### src/rtl/vec_pack_if.sv
// rtl/vec_pack_if.sv - element-pair input stream and packed-vector output stream of vec_pack
// in_last exists only when VEC_PACK_ZERO_PAD_EN is defined.
interface vec_pack_if #(
    parameter int EXP_WIDTH  = 8,
    parameter int MANT_WIDTH = 23,
    parameter int VEC_SIZE   = 4
);
    localparam int FW    = 1 + EXP_WIDTH + MANT_WIDTH;
    localparam int CNT_W = $clog2(VEC_SIZE + 1);

    logic                   in_valid;
    logic                   in_ready;
    logic [FW-1:0]          in_lhs;
    logic [FW-1:0]          in_rhs;
`ifdef VEC_PACK_ZERO_PAD_EN
    logic                   in_last;
`endif
    logic                   out_valid;
    logic                   out_ready;
    logic [VEC_SIZE*FW-1:0] out_lhs;
    logic [VEC_SIZE*FW-1:0] out_rhs;
    logic [CNT_W-1:0]       out_count;

    modport master (
`ifdef VEC_PACK_ZERO_PAD_EN
        output in_last,
`endif
        output in_valid, in_lhs, in_rhs, out_ready,
        input  in_ready, out_valid, out_lhs, out_rhs, out_count
    );

    modport slave (
`ifdef VEC_PACK_ZERO_PAD_EN
        input  in_last,
`endif
        input  in_valid, in_lhs, in_rhs, out_ready,
        output in_ready, out_valid, out_lhs, out_rhs, out_count
    );
endinterface

### src/rtl/vec_pack.sv
// rtl/vec_pack.sv - packs float element pairs into VEC_SIZE-lane lhs/rhs vectors
// Optional feature macro: VEC_PACK_ZERO_PAD_EN (in_last closes a short, zero-padded vector).
module vec_pack #(
    parameter int EXP_WIDTH  = 8,
    parameter int MANT_WIDTH = 23,
    parameter int VEC_SIZE   = 4
) (
    input  logic     clk,
    input  logic     rst_n,
    vec_pack_if.slave bus
);
    localparam int FW    = 1 + EXP_WIDTH + MANT_WIDTH;
    localparam int IDX_W = (VEC_SIZE > 1) ? $clog2(VEC_SIZE) : 1;
    localparam int CNT_W = $clog2(VEC_SIZE + 1);

    typedef enum logic {FILL = 1'b0, FULL = 1'b1} state_t;

    state_t                 state_q, state_d;
    logic [IDX_W-1:0]       idx_q, idx_d;
    logic [CNT_W-1:0]       count_q, count_d;
    logic [VEC_SIZE*FW-1:0] lhs_q, lhs_d;
    logic [VEC_SIZE*FW-1:0] rhs_q, rhs_d;
    logic [IDX_W-1:0]       idx_base;
    logic                   in_ready;
    logic                   transfer;
    logic                   drain;
    logic                   last;

`ifdef VEC_PACK_ZERO_PAD_EN
    assign last = bus.in_last;
`else
    assign last = 1'b0;
`endif

    always_comb begin
        state_d  = state_q;
        idx_d    = idx_q;
        count_d  = count_q;
        lhs_d    = lhs_q;
        rhs_d    = rhs_q;
        idx_base = idx_q;
        in_ready = rst_n && ((state_q == FILL) || bus.out_ready);
        transfer = bus.in_valid && in_ready;
        drain    = (state_q == FULL) && bus.out_ready;

        // A drain empties the vector first so a simultaneous transfer lands in lane 0.
        if (drain) begin
            state_d  = FILL;
            idx_d    = '0;
            idx_base = '0;
            count_d  = '0;
            lhs_d    = '0;
            rhs_d    = '0;
        end

        if (transfer) begin
            for (int k = 0; k < VEC_SIZE; k++) begin
                if (IDX_W'(k) == idx_base) begin
                    lhs_d[k*FW +: FW] = bus.in_lhs;
                    rhs_d[k*FW +: FW] = bus.in_rhs;
                end
            end
            if (last || (idx_base == IDX_W'(VEC_SIZE - 1))) begin
                state_d = FULL;
                count_d = CNT_W'(idx_base) + CNT_W'(1);
                idx_d   = '0;
            end else begin
                idx_d = idx_base + IDX_W'(1);
            end
        end
    end

    always_ff @(posedge clk) begin
        if (!rst_n) begin
            state_q <= FILL;
            idx_q   <= '0;
            count_q <= '0;
            lhs_q   <= '0;
            rhs_q   <= '0;
        end else begin
            state_q <= state_d;
            idx_q   <= idx_d;
            count_q <= count_d;
            lhs_q   <= lhs_d;
            rhs_q   <= rhs_d;
        end
    end

    assign bus.in_ready  = in_ready;
    assign bus.out_valid = (state_q == FULL);
    assign bus.out_lhs   = lhs_q;
    assign bus.out_rhs   = rhs_q;
    assign bus.out_count = count_q;
endmodule

### src/flat_wrapper.sv
// flat-port wrapper written by rule: the top's interface ports become plain ports
module vec_pack_flat 
#(
    parameter int EXP_WIDTH  = 8,
    parameter int MANT_WIDTH = 23,
    parameter int VEC_SIZE   = 4
)
  (clk, rst_n, bus_in_valid, bus_in_lhs, bus_in_rhs, bus_out_ready, bus_in_ready, bus_out_valid, bus_out_lhs, bus_out_rhs, bus_out_count);
  vec_pack_if #(.EXP_WIDTH(EXP_WIDTH), .MANT_WIDTH(MANT_WIDTH), .VEC_SIZE(VEC_SIZE)) bus_i ();
  input  logic clk;
  input  logic rst_n;
  input wire logic [$bits(bus_i.in_valid)-1:0] bus_in_valid;
  input wire logic [$bits(bus_i.in_lhs)-1:0] bus_in_lhs;
  input wire logic [$bits(bus_i.in_rhs)-1:0] bus_in_rhs;
  input wire logic [$bits(bus_i.out_ready)-1:0] bus_out_ready;
  output wire logic [$bits(bus_i.in_ready)-1:0] bus_in_ready;
  output wire logic [$bits(bus_i.out_valid)-1:0] bus_out_valid;
  output wire logic [$bits(bus_i.out_lhs)-1:0] bus_out_lhs;
  output wire logic [$bits(bus_i.out_rhs)-1:0] bus_out_rhs;
  output wire logic [$bits(bus_i.out_count)-1:0] bus_out_count;
  assign bus_i.in_valid = bus_in_valid;
  assign bus_i.in_lhs = bus_in_lhs;
  assign bus_i.in_rhs = bus_in_rhs;
  assign bus_i.out_ready = bus_out_ready;
  assign bus_in_ready = bus_i.in_ready;
  assign bus_out_valid = bus_i.out_valid;
  assign bus_out_lhs = bus_i.out_lhs;
  assign bus_out_rhs = bus_i.out_rhs;
  assign bus_out_count = bus_i.out_count;
  vec_pack #(.EXP_WIDTH(EXP_WIDTH), .MANT_WIDTH(MANT_WIDTH), .VEC_SIZE(VEC_SIZE)) u_core (.clk(clk), .rst_n(rst_n), .bus(bus_i));
endmodule
### config.mk
export PLATFORM = sky130hd
export DESIGN_NAME = vec_pack_flat
export DESIGN_NICKNAME = d
export VERILOG_FILES = /design/src/rtl/vec_pack_if.sv /design/src/rtl/vec_pack.sv /design/src/flat_wrapper.sv
export SDC_FILE = /design/constraint.sdc
export NUM_CORES = 1
export LEC_CHECK = 0
export ABC_CLOCK_PERIOD_IN_PS = 3600
export BUFFER_PORTS_ARGS = -buffer_cell sky130_fd_sc_hd__buf_2
export CAP_MARGIN = 40
export CORE_MARGIN = 2
export CORE_UTILIZATION = 40
export CTS_BUF_LIST = sky130_fd_sc_hd__clkbuf_4 sky130_fd_sc_hd__clkbuf_8
export DETAILED_ROUTE_END_ITERATION = 6
export PLACE_DENSITY = 0.62
export RECOVER_POWER = 50
export SETUP_SLACK_MARGIN = 0.5
export SLEW_MARGIN = 25
export SYNTH_ARGS = -nofsm -noshare
export SYNTH_HDL_FRONTEND = slang
export SYNTH_SLANG_ARGS = --single-unit
### constraint.sdc
create_clock -name clk -period 3.6 [get_ports clk]
set_clock_uncertainty 0.2 [all_clocks]
set_input_delay 0.36 -clock clk [delete_from_list [all_inputs] [get_ports clk]]
set_output_delay 0.36 -clock clk [all_outputs]
set_load 0.005 [all_outputs]
# Word-level counts from Yosys, hierarchy flattened
# Index checks and enable logic that the tools add are counted.
# totals
elab_cells	38
ff_bits	262
out_inout_bits	261
in_bits	68
# classes
eq_ne	4
reduce_logical	5
n_bitwise	1
mux	21
addsub	2
# op_table
op	n
128-bit 2-to-1 mux	4
32-bit 2-to-1 mux	8
3-bit 2-to-1 mux	3
2-bit 2-to-1 mux	3
2-bit == test (first input constant)	2
2-bit by 1-bit adder with 3-bit output (second input constant)	1
1-bit logical AND	3
1-bit 2-to-1 mux	3
2-bit by 1-bit adder with 2-bit output (second input constant)	1
1-bit by 2-bit == test with 1-bit output (first input constant)	1
2-bit == test (second input constant)	1
2-bit logical NOT	1
1-bit logical OR	1
1-bit NOT	1

# Logic depth before layout (Yosys ltp)
# logic_depth
depth_word	5
depth_mapped	8
depth_no_buf	6

# Worst setup path before layout
# OpenSTA, ideal clock, no wires.
# synth_timing
path_kind	register to register
from	reg u_core.state_q, in the netlist u_core.bus.out_valid
to	reg u_core.lhs_q[36], in the netlist u_core.bus.out_lhs[36]
stages_incl_launch_ff	9
arrival_ns	1.604
required_ns	3.279
setup_ns	0.121
setup_slack_ns	1.675
path_buffers	3
synth_period_minus_slack_ns	1.925
path_cell_list	dfxtp_1 buf_2 and2_1 nand2b_1 ha_1 and4_1 buf_4 buf_4 mux2i_1
# synth_between
elab_chain_cells	5
elab_cells_between_ends	10
classes_between	1 x eq/ne; 4 x mux; 1 x bitwise; 4 x reduce/logical
# synth_lines
item	line	source
from (decl)	vec_pack.sv:18	state_t state_q, state_d;
from (signal assigned)	vec_pack.sv:81	state_q <= state_d;
1-bit logical AND or 1-bit NOT (tied branches)	vec_pack.sv:44, vec_pack.sv:42	
2-bit 2-to-1 mux or 1-bit logical OR (tied branches)	-	
1-bit by 2-bit == test with 1-bit output or 1-bit logical AND (tied branches)	vec_pack.sv:58, vec_pack.sv:42	
32-bit 2-to-1 mux or 1-bit logical AND (tied branches)	vec_pack.sv:58, vec_pack.sv:43	
128-bit 2-to-1 mux *	vec_pack.sv:56	if (transfer) begin
to (signal assigned)	vec_pack.sv:84	lhs_q <= lhs_d;
to (decl)	vec_pack.sv:21	logic [VEC_SIZE*FW-1:0] lhs_q, lhs_d;
# Every way passes the cells marked *; elsewhere a longest branch is shown, timed or not.
# A chain may end at the register's enable or synchronous reset.

# Worst setup path in the final report
# layout_timing
from	in bus_in_valid
to	reg u_core.rhs_q[101], in the netlist u_core.bus.out_rhs[101]
# layout_between
elab_chain_cells	2
# layout_lines
item	line	source
from (decl)	flat_wrapper.sv:12	input wire logic [$bits(bus_i.in_valid)-1:0] bus_in_valid;
1-bit logical AND	vec_pack.sv:43	transfer = bus.in_valid && in_ready;
128-bit 2-to-1 mux	vec_pack.sv:56	
to (signal assigned)	vec_pack.sv:85	rhs_q <= rhs_d;
to (decl)	vec_pack.sv:22	logic [VEC_SIZE*FW-1:0] rhs_q, rhs_d;
# No other way between the ends.

==> results.cfg <==
[synth]
gate_count_after_technology_mapping = 889
synth.ff_latch_count = 262
syn_avg_cell_area_um2 = 10.5
synth.largest_area_cell = sky130_fd_sc_hd__dfxtp_1
ys_warn_count = 0
syn_area_mm2 = 0.00937
synth_top_cell_area_share_pct = 56.0
synth_nets = 958
synth-seq-area-share_pct = 56.0
synth.distinct_cells = 26
netlist_top_cells_area = sky130_fd_sc_hd__dfxtp_1 (56%), sky130_fd_sc_hd__mux2i_1 (21%), sky130_fd_sc_hd__nand2_1 (10%), sky130_fd_sc_hd__o2bb2ai_1 (6.0%), sky130_fd_sc_hd__buf_2 (1.7%)

[global_routing]
track_usage_pct = 20.8
grt_start_max_net_pins = 107
globalRoute.totalOverflow = 0
antenna_violations_before_repair = 0
via_count_of_the_first_global_routing_pass = 7653
grt_first_pass_wirelength_um = 40900

[status]
result_of_the_run = finished clean

[critical_path]
worst_ep_required_time_ns = 3.84
cp_slowest_stage_delay_ns = 0.82
path_delay_family = buffers and inverters
critical_path.max_fanout = 36
r2r-start = u_core.bus.out_valid$_SDFF_PN0_
worst_path_max_delay_cell = sky130_fd_sc_hd__and4_4
worst-r2r-setup-slack_ns = 1.16
critical_path.reg2reg.endpoint = u_core.bus.out_lhs[32]$_SDFF_PN0_
worst_reg_to_reg_cells = 6
timing.critical_path.from_type = input pin
crit_path_end_kind = register
critPathArrivalTime_ns = 2.79
critical_path.cell_chain = dlygate4sd3_1, clkbuf_1, and4_4, buf_12, mux2i_1
timing_worst_setup_path_type = in -> reg
crit_buf_inv = 3

[power]
power_density_mw_per_mm2 = 505
power.ir.vdd_worst_v = 0.000286
total_leakage_power_nw = 5.28

[final_layout]
final_cell_count_no_fill = 1623
antenna_diode_count = 0
syn_to_final_growth_pct = 33.7
layout.cells.most_common = sky130_fd_sc_hd__dfxtp_1
postLayoutCoreUtil_pct = 53.8
highest_count_cells_in_the_layout_ignoring_fill_and_taps = sky130_fd_sc_hd__dfxtp_1 (262), sky130_fd_sc_hd__nand2_1 (259), sky130_fd_sc_hd__clkbuf_1 (199)
final_layout_size_suffix_gt1_share_pct = 17.2
finalNetCount = 1344

[timing]
post-route-min-period_ns = 2.55
relSlewSlack_pct = 52.3
timing.final.max_slew_violations = 0
hold_viol_final = 0
timing.final.crit_share_pct = 70.9
finalWorstSetupSlack_ns = 1.05
setup_viol = 0
max_slew.worst_pin.slew_ns = 0.716
rsz0062_at_grt = false
achievable-frequency_mhz = 392
fin_tns_setup_ns = 0

[hold_path]
origin_of_the_worst_min_delay_path = bus_in_lhs[31]
min_path_type = in -> reg
hold-path-cell-count = 3
timing.hold.worst_endpoint = u_core.bus.out_lhs[31]$_SDFF_PN0_

[cts]
max-clock-path-buffers = 3
clk_transition_reported_paths_ns = 0.06
cts-resized-gates = 0
cts_htree_levels = 2
post-cts-setup-buffer-count = 0
clock_tree_from_tritoncts = yes
numCtsBuffers = 45
cts-root-buf = sky130_fd_sc_hd__clkbuf_8
hold_buffers = 61
insertion_delay_ns = 0.53
cts.sink_count = 262

[place]
port-buffer-count = 328
placement.setup.worst_slack_ns = 1.16
hpwlAfterDp_um = 17500
gp_routability_congestion = 0.776
placedCellCount = 1486

[die]
core-area_mm2 = 0.0233
die_width_um = 157
io_pins = 329
start_util_pct = 40.3
num_rows = 56
die-height_um = 157
fp.dieArea_mm2 = 0.0247

[route]
routed_wire_length_per_instance_um = 16.6
detail_route.wirelength_um = 26900
detail_route.vias_per_cell = 4.76
via_count = 7718
drc_errors = 0
detailedRoute.firstIterationViolations = 359
detail_route.first_pass.iterations = 4
antenna_violating_nets_post_route = 0

[run]
cap_violations = 0
routing by layer:
| metal | share of wire (%) | track usage [%] | vias to the layer above |
|---|---|---|---|
| met5 | 0 | 0 | - |
| met4 | 2.9 | 7.84 | 0 |
| met2 | 46 | 34.2 | 273 |
| li1 | - | - | 3763 |
| met1 | 44 | 25.7 | 3625 |
| met3 | 7.3 | 6.53 | 57 |
cells in the mapped netlist (all sizes together):
master and count:
ha 1, and2 2, a211oi 2, a21oi 1, a221oi 1, o21ai 3, nor2b 2, o21bai 1
a21o 1, mux2i 194, dfxtp 262, buf 54, nand4 1, o2bb2ai 64, nand2 259, a21boi 2
nand2b 3, and4 2, nor3 1, nor2 2, inv 19, clkbuf 12
power by group:
part	switching [mW]	total, mW	internal [mW]
registers	0.0512	3.05	3.00
clock network	1.13	2.76	1.64
logic	0.299	0.511	0.212
total	1.48	6.32	4.84
logic make-up after synthesis:
logic type	after synthesis	share of synthesized area [%]
fa+ha+maj	1	0.134
flops	262	56.0
buf+inv	85	5.07
mux	194	20.7
compound gates	75	6.85
simple gates	272	11.2
sequential cells by signal (all words and copies together), names as in the netlist:
name	count
u_core.bus.out_count	3
u_core.bus.out_lhs	128
u_core.bus.out_rhs	128
u_core.idx_q	2
u_core.bus.out_valid	1
cell type report:
class,instances,area (µm²)
Clock inverter,8,90.1
Timing Repair Buffer,405,2190
Sequential cell,262,5250
Clock buffer,68,848
Fill cell,2246,10700
Tap cell,319,399
Multi-Input combinational cell,542,3680
Inverter,19,71.3
tightest hold or removal path, cell delays in order:
cell                        delay [ns]
sky130_fd_sc_hd__buf_2            0.09
sky130_fd_sc_hd__nand2_1          0.15
sky130_fd_sc_hd__o2bb2ai_1        0.08
metrics by stage:
stage	hold WS, ns	power [mW]	cell area, µm²
2_1_floorplan	0.226	3.36	9370
3_3_place_gp	0.212	3.57	11200
3_5_place_dp	0.230	3.58	11200
4_1_cts	0.00409	6.42	12800
5_1_grt	0.0158	6.59	12500
6_report	0.0220	6.32	12500
worst max path at each step:
stage	from	end	slack (ns)	cells after the start
finish	bus_in_valid	u_core.bus.out_rhs[101]$_SDFF_PN0_	1.05	5
global route	bus_in_valid	u_core.bus.out_rhs[97]$_SDFF_PN0_	0.92	5
CTS	u_core.bus.out_valid$_SDFF_PN0_	u_core.bus.out_lhs[32]$_SDFF_PN0_	1.15	6
detailed placement	rst_n	u_core.bus.out_lhs[32]$_SDFF_PN0_	1.16	5
global placement	rst_n	u_core.bus.out_rhs[59]$_SDFF_PN0_	1.22	5
floorplan	u_core.bus.out_valid$_SDFF_PN0_	u_core.bus.out_lhs[36]$_SDFF_PN0_	1.67	8
Note: power is estimated with default switching activity, not from simulation.
